File: config.mk
export PLATFORM = sky130hd
export DESIGN_NAME = audio_info_frame_receiver
export DESIGN_NICKNAME = d
export VERILOG_FILES = /design/src/rtl/hdmi_info_frame_pkg.sv /design/src/rtl/bch_ecc_checker.sv /design/src/rtl/audio_info_frame_receiver.sv
export SDC_FILE = /design/constraint.sdc
export NUM_CORES = 1
export LEC_CHECK = 0
export CAP_MARGIN = 10
export CORE_ASPECT_RATIO = 1.4
export CORE_UTILIZATION = 35
export DETAILED_ROUTE_END_ITERATION = 10
export PLACE_DENSITY = 0.56
export SYNTH_ARGS = -nofsm -noshare
export SYNTH_HDL_FRONTEND = slang
export SYNTH_SLANG_ARGS = --single-unit
File: constraint.sdc
create_clock -name clk_pixel -period 6.3 [get_ports clk_pixel]
set_input_delay 1.575 -clock clk_pixel [delete_from_list [all_inputs] [get_ports clk_pixel]]
set_output_delay 1.575 -clock clk_pixel [all_outputs]
set_load 0.05 [all_outputs]
File: src/rtl/hdmi_info_frame_pkg.sv
// Shared constants and types for the HDMI audio InfoFrame receiver.
package hdmi_info_frame_pkg;

    localparam logic [7:0] INFO_FRAME_TYPE_AUDIO = 8'h84;
    localparam logic [7:0] AUDIO_IF_VERSION      = 8'h01;
    localparam logic [7:0] AUDIO_IF_LENGTH       = 8'h0A;
    // g(x) = 1 + x^6 + x^7 + x^8 in bit-reversed form for an LSB-first LFSR
    localparam logic [7:0] BCH_POLY_MASK         = 8'h83;

    typedef enum logic {
        S_IDLE,
        S_COLLECT
    } rx_state_t;

    typedef struct packed {
        logic [2:0] channel_count;
        logic [7:0] allocation;
        logic       dm_inh;
        logic [3:0] lsv;
        logic [1:0] lfe_pbl;
        logic [3:0] coding_type;
        logic [2:0] freq;
        logic [1:0] size;
    } audio_fields_t;

    function automatic logic [7:0] byte_sum(input logic [23:0] hdr, input logic [87:0] pb);
        logic [7:0] s;
        s = hdr[7:0] + hdr[15:8] + hdr[23:16];
        for (int k = 0; k < 11; k++) begin
            s = s + pb[8*k +: 8];
        end
        return s;
    endfunction

endpackage

File: src/rtl/bch_ecc_checker.sv
// Serial BCH parity checker: DATA_LEN data bits then 8 parity bits, LSB first,
// BITS_PER_STEP bits per slot. o_err includes the current slot's comparison.
module bch_ecc_checker
    import hdmi_info_frame_pkg::*;
#(
    parameter int DATA_LEN      = 24,
    parameter int BITS_PER_STEP = 1
) (
    input  logic                     i_clk,
    input  logic                     i_rst_n,
    input  logic                     i_clear,
    input  logic                     i_en,
    input  logic [4:0]               i_pos,
    input  logic [BITS_PER_STEP-1:0] i_bits,
    output logic                     o_err
);

    logic [7:0] r_crc;
    logic       r_err;
    logic [7:0] w_crc;
    logic       w_err;
    logic       w_fb;
    logic [6:0] w_num;
    logic [2:0] w_pidx;

    always_comb begin
        w_crc  = i_clear ? 8'h00 : r_crc;
        w_err  = i_clear ? 1'b0 : r_err;
        w_fb   = 1'b0;
        w_num  = '0;
        w_pidx = '0;
        if (i_en) begin
            for (int k = 0; k < BITS_PER_STEP; k++) begin
                w_num = 7'(i_pos) * 7'(BITS_PER_STEP) + 7'(k);
                if (w_num < 7'(DATA_LEN)) begin
                    w_fb  = i_bits[k] ^ w_crc[0];
                    w_crc = {1'b0, w_crc[7:1]} ^ (w_fb ? BCH_POLY_MASK : 8'h00);
                end else begin
                    // remainder is frozen once data ends, so parity is compared bitwise
                    w_pidx = 3'(w_num - 7'(DATA_LEN));
                    if (i_bits[k] != w_crc[w_pidx]) begin
                        w_err = 1'b1;
                    end
                end
            end
        end
    end

    always_ff @(posedge i_clk or negedge i_rst_n) begin
        if (!i_rst_n) begin
            r_crc <= '0;
            r_err <= 1'b0;
        end else if (i_en) begin
            r_crc <= w_crc;
            r_err <= w_err;
        end
    end

    assign o_err = w_err;

endmodule

File: src/rtl/audio_info_frame_receiver.sv
// HDMI audio InfoFrame receiver: collects a 32-slot data-island packet, checks it
// two cycles after the last slot, and holds the last accepted frame's fields.
// Optional BCH parity checking is built when BCH_CHECK_EN is defined.
//
// state     | meaning
// S_IDLE    | waiting for packet_start with packet_bit_valid
// S_COLLECT | capturing slots 1..31 of the current packet
module audio_info_frame_receiver
    import hdmi_info_frame_pkg::*;
#(
    parameter int CHECK_STREAM_FIELDS = 1
) (
    input  logic       clk_pixel,
    input  logic       reset_n,
    input  logic       packet_start,
    input  logic       packet_bit_valid,
    input  logic       header_bit,
    input  logic [7:0] sub_bits,
    output logic [2:0] audio_channel_count,
    output logic [7:0] channel_allocation,
    output logic       down_mix_inhibited,
    output logic [3:0] level_shift_value,
    output logic [1:0] lfe_playback_level,
    output logic [3:0] coding_type,
    output logic [2:0] sampling_frequency,
    output logic [1:0] sample_size,
    output logic       info_valid,
    output logic       info_update,
    output logic       checksum_error,
    output logic       format_error,
    output logic       ecc_error
);

    rx_state_t     r_state, w_state_next;
    logic [4:0]    r_idx;
    logic [23:0]   r_hdr;
    logic [55:0]   r_sp0;
    logic [31:0]   r_sp1;
    logic [23:0]   r_hold_hdr;
    logic [55:0]   r_hold_sp0;
    logic [31:0]   r_hold_sp1;
    logic          r_hold_vld;
    logic          r_hold_ecc;
    audio_fields_t r_fields;
    logic          r_info_valid, r_upd, r_cks, r_fmt, r_ecc;

    logic          w_begin, w_capture, w_last;
    logic [4:0]    w_pos;
    logic [4:0]    w_ecc_err;

    // a start at slot 31 is taken as the last bit, not a restart
    assign w_begin   = packet_bit_valid && packet_start && ((r_state == S_IDLE) || (r_idx != 5'd31));
    assign w_capture = w_begin || ((r_state == S_COLLECT) && packet_bit_valid);
    assign w_last    = (r_state == S_COLLECT) && packet_bit_valid && !w_begin && (r_idx == 5'd31);
    assign w_pos     = w_begin ? 5'd0 : r_idx;

    always_ff @(posedge clk_pixel or negedge reset_n) begin
        if (!reset_n) r_state <= S_IDLE;
        else          r_state <= w_state_next;
    end

    always_comb begin
        w_state_next = r_state;
        case (r_state)
            S_IDLE:    if (w_begin) w_state_next = S_COLLECT;
            S_COLLECT: if (!packet_bit_valid || w_last) w_state_next = S_IDLE;
            default:   w_state_next = S_IDLE;
        endcase
    end

    // only data bits are stored; each slot position is rewritten on every packet
    always_ff @(posedge clk_pixel or negedge reset_n) begin
        if (!reset_n) begin
            r_idx      <= '0;
            r_hdr      <= '0;
            r_sp0      <= '0;
            r_sp1      <= '0;
            r_hold_hdr <= '0;
            r_hold_sp0 <= '0;
            r_hold_sp1 <= '0;
            r_hold_vld <= 1'b0;
            r_hold_ecc <= 1'b0;
        end else begin
            r_hold_vld <= w_last;
            if (w_capture) begin
                r_idx <= w_pos + 5'd1;
                if (w_pos < 5'd24) r_hdr[w_pos] <= header_bit;
                if (w_pos < 5'd28) r_sp0[{w_pos, 1'b0} +: 2] <= sub_bits[1:0];
                if (w_pos < 5'd16) r_sp1[{w_pos[3:0], 1'b0} +: 2] <= sub_bits[3:2];
            end
            if (w_last) begin
                r_hold_hdr <= r_hdr;
                r_hold_sp0 <= r_sp0;
                r_hold_sp1 <= r_sp1;
                r_hold_ecc <= |w_ecc_err;
            end
        end
    end

`ifdef BCH_CHECK_EN
    bch_ecc_checker #(.DATA_LEN(24), .BITS_PER_STEP(1)) u_bch_hdr (
        .i_clk   (clk_pixel),
        .i_rst_n (reset_n),
        .i_clear (w_begin),
        .i_en    (w_capture),
        .i_pos   (w_pos),
        .i_bits  (header_bit),
        .o_err   (w_ecc_err[0])
    );
    for (genvar j = 0; j < 4; j++) begin : g_bch_sub
        bch_ecc_checker #(.DATA_LEN(56), .BITS_PER_STEP(2)) u_bch_sub (
            .i_clk   (clk_pixel),
            .i_rst_n (reset_n),
            .i_clear (w_begin),
            .i_en    (w_capture),
            .i_pos   (w_pos),
            .i_bits  (sub_bits[2*j+1 -: 2]),
            .o_err   (w_ecc_err[j+1])
        );
    end
`else
    logic w_unused_sub;
    assign w_ecc_err    = '0;
    assign w_unused_sub = ^sub_bits[7:4];
`endif

    logic [7:0]    w_pb1, w_pb2, w_pb4, w_pb5;
    logic          w_is_audio, w_fmt, w_cks;
    audio_fields_t w_fields;

    always_comb begin
        w_pb1      = r_hold_sp0[15:8];
        w_pb2      = r_hold_sp0[23:16];
        w_pb4      = r_hold_sp0[39:32];
        w_pb5      = r_hold_sp0[47:40];
        w_is_audio = (r_hold_hdr[7:0] == INFO_FRAME_TYPE_AUDIO);
        w_fmt      = (r_hold_hdr[15:8] != AUDIO_IF_VERSION) || (r_hold_hdr[23:16] != AUDIO_IF_LENGTH);
        if (CHECK_STREAM_FIELDS != 0) begin
            w_fmt = w_fmt || (w_pb1[7:4] != 4'd0) || (w_pb2[4:0] != 5'd0);
        end
        w_cks = (byte_sum(r_hold_hdr, {r_hold_sp1, r_hold_sp0}) != 8'h00);
        w_fields = '{channel_count: w_pb1[2:0], allocation: w_pb4, dm_inh: w_pb5[7],
                     lsv: w_pb5[6:3], lfe_pbl: w_pb5[1:0], coding_type: w_pb1[7:4],
                     freq: w_pb2[4:2], size: w_pb2[1:0]};
    end

    always_ff @(posedge clk_pixel or negedge reset_n) begin
        if (!reset_n) begin
            r_fields     <= '0;
            r_info_valid <= 1'b0;
            r_upd        <= 1'b0;
            r_cks        <= 1'b0;
            r_fmt        <= 1'b0;
            r_ecc        <= 1'b0;
        end else begin
            r_upd <= 1'b0;
            r_cks <= 1'b0;
            r_fmt <= 1'b0;
            r_ecc <= 1'b0;
            if (r_hold_vld && w_is_audio) begin
                r_cks <= w_cks;
                r_fmt <= w_fmt;
                r_ecc <= r_hold_ecc;
                if (!w_cks && !w_fmt && !r_hold_ecc) begin
                    r_fields     <= w_fields;
                    r_upd        <= 1'b1;
                    r_info_valid <= 1'b1;
                end
            end
        end
    end

    assign audio_channel_count = r_fields.channel_count;
    assign channel_allocation  = r_fields.allocation;
    assign down_mix_inhibited  = r_fields.dm_inh;
    assign level_shift_value   = r_fields.lsv;
    assign lfe_playback_level  = r_fields.lfe_pbl;
    assign coding_type         = r_fields.coding_type;
    assign sampling_frequency  = r_fields.freq;
    assign sample_size         = r_fields.size;
    assign info_valid          = r_info_valid;
    assign info_update         = r_upd;
    assign checksum_error      = r_cks;
    assign format_error        = r_fmt;
    assign ecc_error           = r_ecc;

endmodule

==> summary by stage <==
Status
The flow ran to the end, and the final reports show no timing, DRC or antenna violations.

Clock network
The source-to-sink clock delay at the later pin of the worst-skew pair is 0.56 ns. Clock tree synthesis inserted a total of 27 buffers. In this run the number of H-tree levels came out at 1.

TritonCTS built the clock tree. In this run the clock root is driven by a clkbuf_16. The total clock sinks is 262. The maximum buffer depth of the clock tree is 3. The clock edge transition at the registers on the reported setup and hold paths is 0.06 ns.

Setup path
In this run the worst setup path terminates at audio_channel_count[0]. Of all nets on the critical path, the largest fanout is 9. The slowest stage cell on the critical path is fa_1. Walking the worst path, the cells encountered are fa_1 -> inv_2 -> fa_1 -> fa_1 -> fa_1 -> inv_1 -> fa_1 -> inv_1 -> fa_1 -> inv_1 -> ha_1 -> a21oi_2 -> nor2b_1 -> or4_4 -> a2111oi_4 -> buf_4 -> nand3_4 -> clkbuf_16 -> mux2_4.

The worst setup path is captured at a flop. Data arrives at the worst endpoint at 6.53 ns. The most numerous cell on the critical path is fa_1. The most critical setup path has its startpoint at r_hold_hdr[18]. The critical path class is flop to flop. Counting cells, the worst reg-to-reg path comes to 19.

The endpoint of the most critical register-to-register path is audio_channel_count[0]. For this run, the slowest stage of the critical path takes 0.62 ns. The worst reg2reg path startpoint is r_hold_hdr[18].

The data required time at the worst endpoint is 6.75 ns. The flop-to-flop setup slack is 0.22 ns. The type of origin of the critical path is a flop.

Min path
In this run the most critical hold path is launched from r_sp0[15]. The worst hold-check path type is flop to flop.

Placed design
The number of placed instances, taps included, is 1,655. After legalization and detailed placement, the total HPWL measured 21,600 µm. The congestion estimate from routability-driven global placement came to 0.818.

During placement, the flow inserted port buffers numbering 39.

STA
The number of max-slew violations in the final report is 0. The worst slew slack as a fraction of its limit is 38.0%. The maximum clock frequency is 164 MHz. For the finished layout, the period the worst path requires is 6.08 ns.

For the final database, setup skew stands at 0.0134 ns. The final count of hold timing violations is 0. The transition time at the pin with the least slew margin is 0.921 ns. The minimum hold slack is 0.458 ns. Setup violations remaining at the end of the flow were counted as 0. The worst path uses 96.6% of the clock period. Setup total negative slack on the finished layout was measured at 0 ns.

Setup repair after global routing left no endpoint under its margin.

Die
The area of the die is 38,000 µm². For this design the top-level I/O count stands at 45. The starting utilization of the core area is 35.5%.

The die height is 230 µm. The die is 165 µm wide. In this run the standard cell core region covers 36,700 µm². The row count is 83.

Final layout
The final core area utilization is 40.4%. The repair_antennas step left the layout with diodes totalling 0. Excluding fillers, the count of instances in the completed layout stands at 1,708. In the final layout, the share of cells above drive strength 1 is 16.4%. Compared with the post-synthesis result, the final layout area differs by 13.8%.

The final layout contains 1,326 nets.

Global routing
Across every metal layer, demand over resource in global routing totals 16.7%. The initial antenna violation count is 0. The largest net degree at the start of global routing is 108. The global route total overflow is 0. The first global-routing pass estimated 47,900 µm of wire. The number of global-route vias before repair is 8,518.

Logic synthesis
By area the synthesized netlist is led by dfrtp_1, fa_1, nand2_1, mux2_2, inv_1. The cell area after technology mapping is 13,000 µm². The register bit total from synthesis is 262. The async set-or-reset flop fraction in the synthesized netlist is 100%.

The most used flip-flop cell after synthesis is dfrtp_1. The distinct cell type count after synthesis is 57. The synthesized design contains 0 enable-type register cells. The yosys synthesis warning count is 0. The post-synthesis cell count is 1,185. nand2_1 is the most common cell in the netlist. The top cell type by total area after synthesis is dfrtp_1. For this run, the register share of the synthesized area comes to 50.4%.

Summed over its instances, the top area cell type makes up 50.4% of the synthesized netlist area. The net count after synthesis is 1,291. The post-synthesis average cell area is 11.0 µm². By count the netlist is led by nand2_1, dfrtp_1, mux2_2, inv_1, fa_1.

Routing
The via count of the routed design is 8,169. The first-pass detailed-route iteration total is 5. Wires add up to 30,400 µm. The count of antenna-violating nets left after detailed routing is 0. The final routed wire length divided by cell count is 17.8 µm. The number of DRC markers after the initial detailed-route iteration is 284. The average vias per placed instance is 4.78.

For this run, design rule violations remaining after detail routing come to 0.

Power
In this run the static leakage power is 0.00733 µW. IR analysis of the VDD net gives a maximum drop of 149 µV. The internal portion of the total power is 2880 µW. Dividing total power by cell area gives a power density of 267 nW/µm². Of the total power, registers draw 48.8%.

For this design the total switching power over the nets is 1070 µW. Combinational logic is responsible for 12.9% of the overall power. The switching share of power is 27.2%. The clock network fraction of design power is 38.3%.

Flow run
Across the run, the number of max-cap violations was 0.
timing repair:
action / in CTS / in global routing
hold buffers: 0 / 0
gates resized for setup: 0 / 3
buffers inserted: 0 / 1
endpoints found under the setup margin: 0 / 28
registers in the layout, summed over array words and instances (netlist names), 5 cells and up:
name                flops
r_sp1                  32
channel_allocation      8
r_idx                   5
r_hold_hdr             24
r_sp0                  56
r_hdr                  24
r_hold_sp1             32
r_hold_sp0             56
placed cells by master, fill, tap and decap left out, types with 3 or more instances in the layout:
master           synthesis  routed
clkdlybuf4s50_1          0      38
nand3_1                  8       8
clkinv_2                 0       4
clkbuf_1                33      14
mux2_4                  10      10
nand2b_1                 5       5
a21oi_1                  5       4
clkbuf_8                 0       4
ha_1                    19      19
nor3_1                  14      14
nor2b_1                  5       5
xor2_1                   5       5
nor4_1                   6       6
o21ai_0                 21      21
xnor2_1                 30      30
and2_1                  14      14
nand3_2                  3       3
fa_1                    74      73
nand2_1                369     368
clkbuf_16                0      29
mux2_2                 117     117
o21a_1                   4       4
nor2_1                  23      23
inv_1                   83      82
and3_1                  14      14
buf_4                    4      18
dfrtp_1                262     262
nand4_1                  6       6
per-stage QoR:
| step | setup WS (ns) | instance area (µm²) | power [µW] |
|---|---|---|---|
| finish | 0.216 | 14800 | 3950 |
| global route | 0.0180 | 14800 | 4130 |
| CTS | 0.0640 | 14700 | 4010 |
| detailed placement | 0.0929 | 13900 | 2470 |
| global placement | 0.150 | 13900 | 2460 |
| floorplan | 0.435 | 13000 | 2290 |
critical path, delay by kind of cell, from the launching register on:
| family | cells | cell delay, ns |
|---|---|---|
| compound gates | 2 | 0.47 |
| fa+ha+maj | 7 | 3.42 |
| buf+inv | 6 | 0.65 |
| flops | 1 | 0.40 |
| mux | 1 | 0.29 |
| simple gates | 3 | 0.71 |
per-layer routing:
metal / vias to the layer above / track usage (%) / share of wire, %
met2: 123 / 30.3 / 54
li1: 3828 / - / -
met3: 52 / 1.79 / 2.9
met4: 0 / 6.22 / 3.1
met5: - / 0 / 0
met1: 4166 / 19.9 / 40
worst min-delay path by stage:
| stage | endpoint | slack [ns] | cells past startpoint |
|---|---|---|---|
| after global routing | r_hold_sp1[29] | 0.48 | 2 |
| after floorplan | r_hold_hdr[10] | 0.43 | 2 |
| after global placement | r_hold_sp0[23] | 0.44 | 2 |
| after CTS | r_hold_sp0[54] | 0.44 | 2 |
| after detailed placement | r_hold_hdr[5] | 0.45 | 2 |
| final | r_hold_sp0[15] | 0.46 | 2 |
layout make-up:
| class | instances | area (µm²) |
|---|---|---|
| Clock buffer | 45 | 783 |
| Clock inverter | 5 | 42.5 |
| Fill cell | 3566 | 21800 |
| Inverter | 84 | 317 |
| Multi-Input combinational cell | 784 | 5910 |
| Sequential cell | 262 | 6560 |
| Tap cell | 467 | 584 |
| Timing Repair Buffer | 61 | 621 |
power groups by stage:
stage | combinational, µW | sequential, µW | clock [µW]
3_3_place_gp | 508 | 1950 | 0
2_1_floorplan | 379 | 1910 | 0
5_1_grt | 558 | 1950 | 1620
6_report | 510 | 1930 | 1520
4_1_cts | 518 | 1930 | 1560
3_5_place_dp | 517 | 1960 | 0
kinds of logic after synthesis:
logic type / Yosys count / synth area share [%]
other: 1 / 0.0288
buffers and inverters: 139 / 4.32
adder cells (fa/ha/maj): 93 / 13.2
XOR/XNOR: 37 / 2.66
AND/OR/NAND/NOR: 483 / 15.8
AO/OA/AOI/OAI: 42 / 2.21
multiplexers: 128 / 11.4
flip-flops: 262 / 50.4
Note: power is estimated with default switching activity, not from simulation.
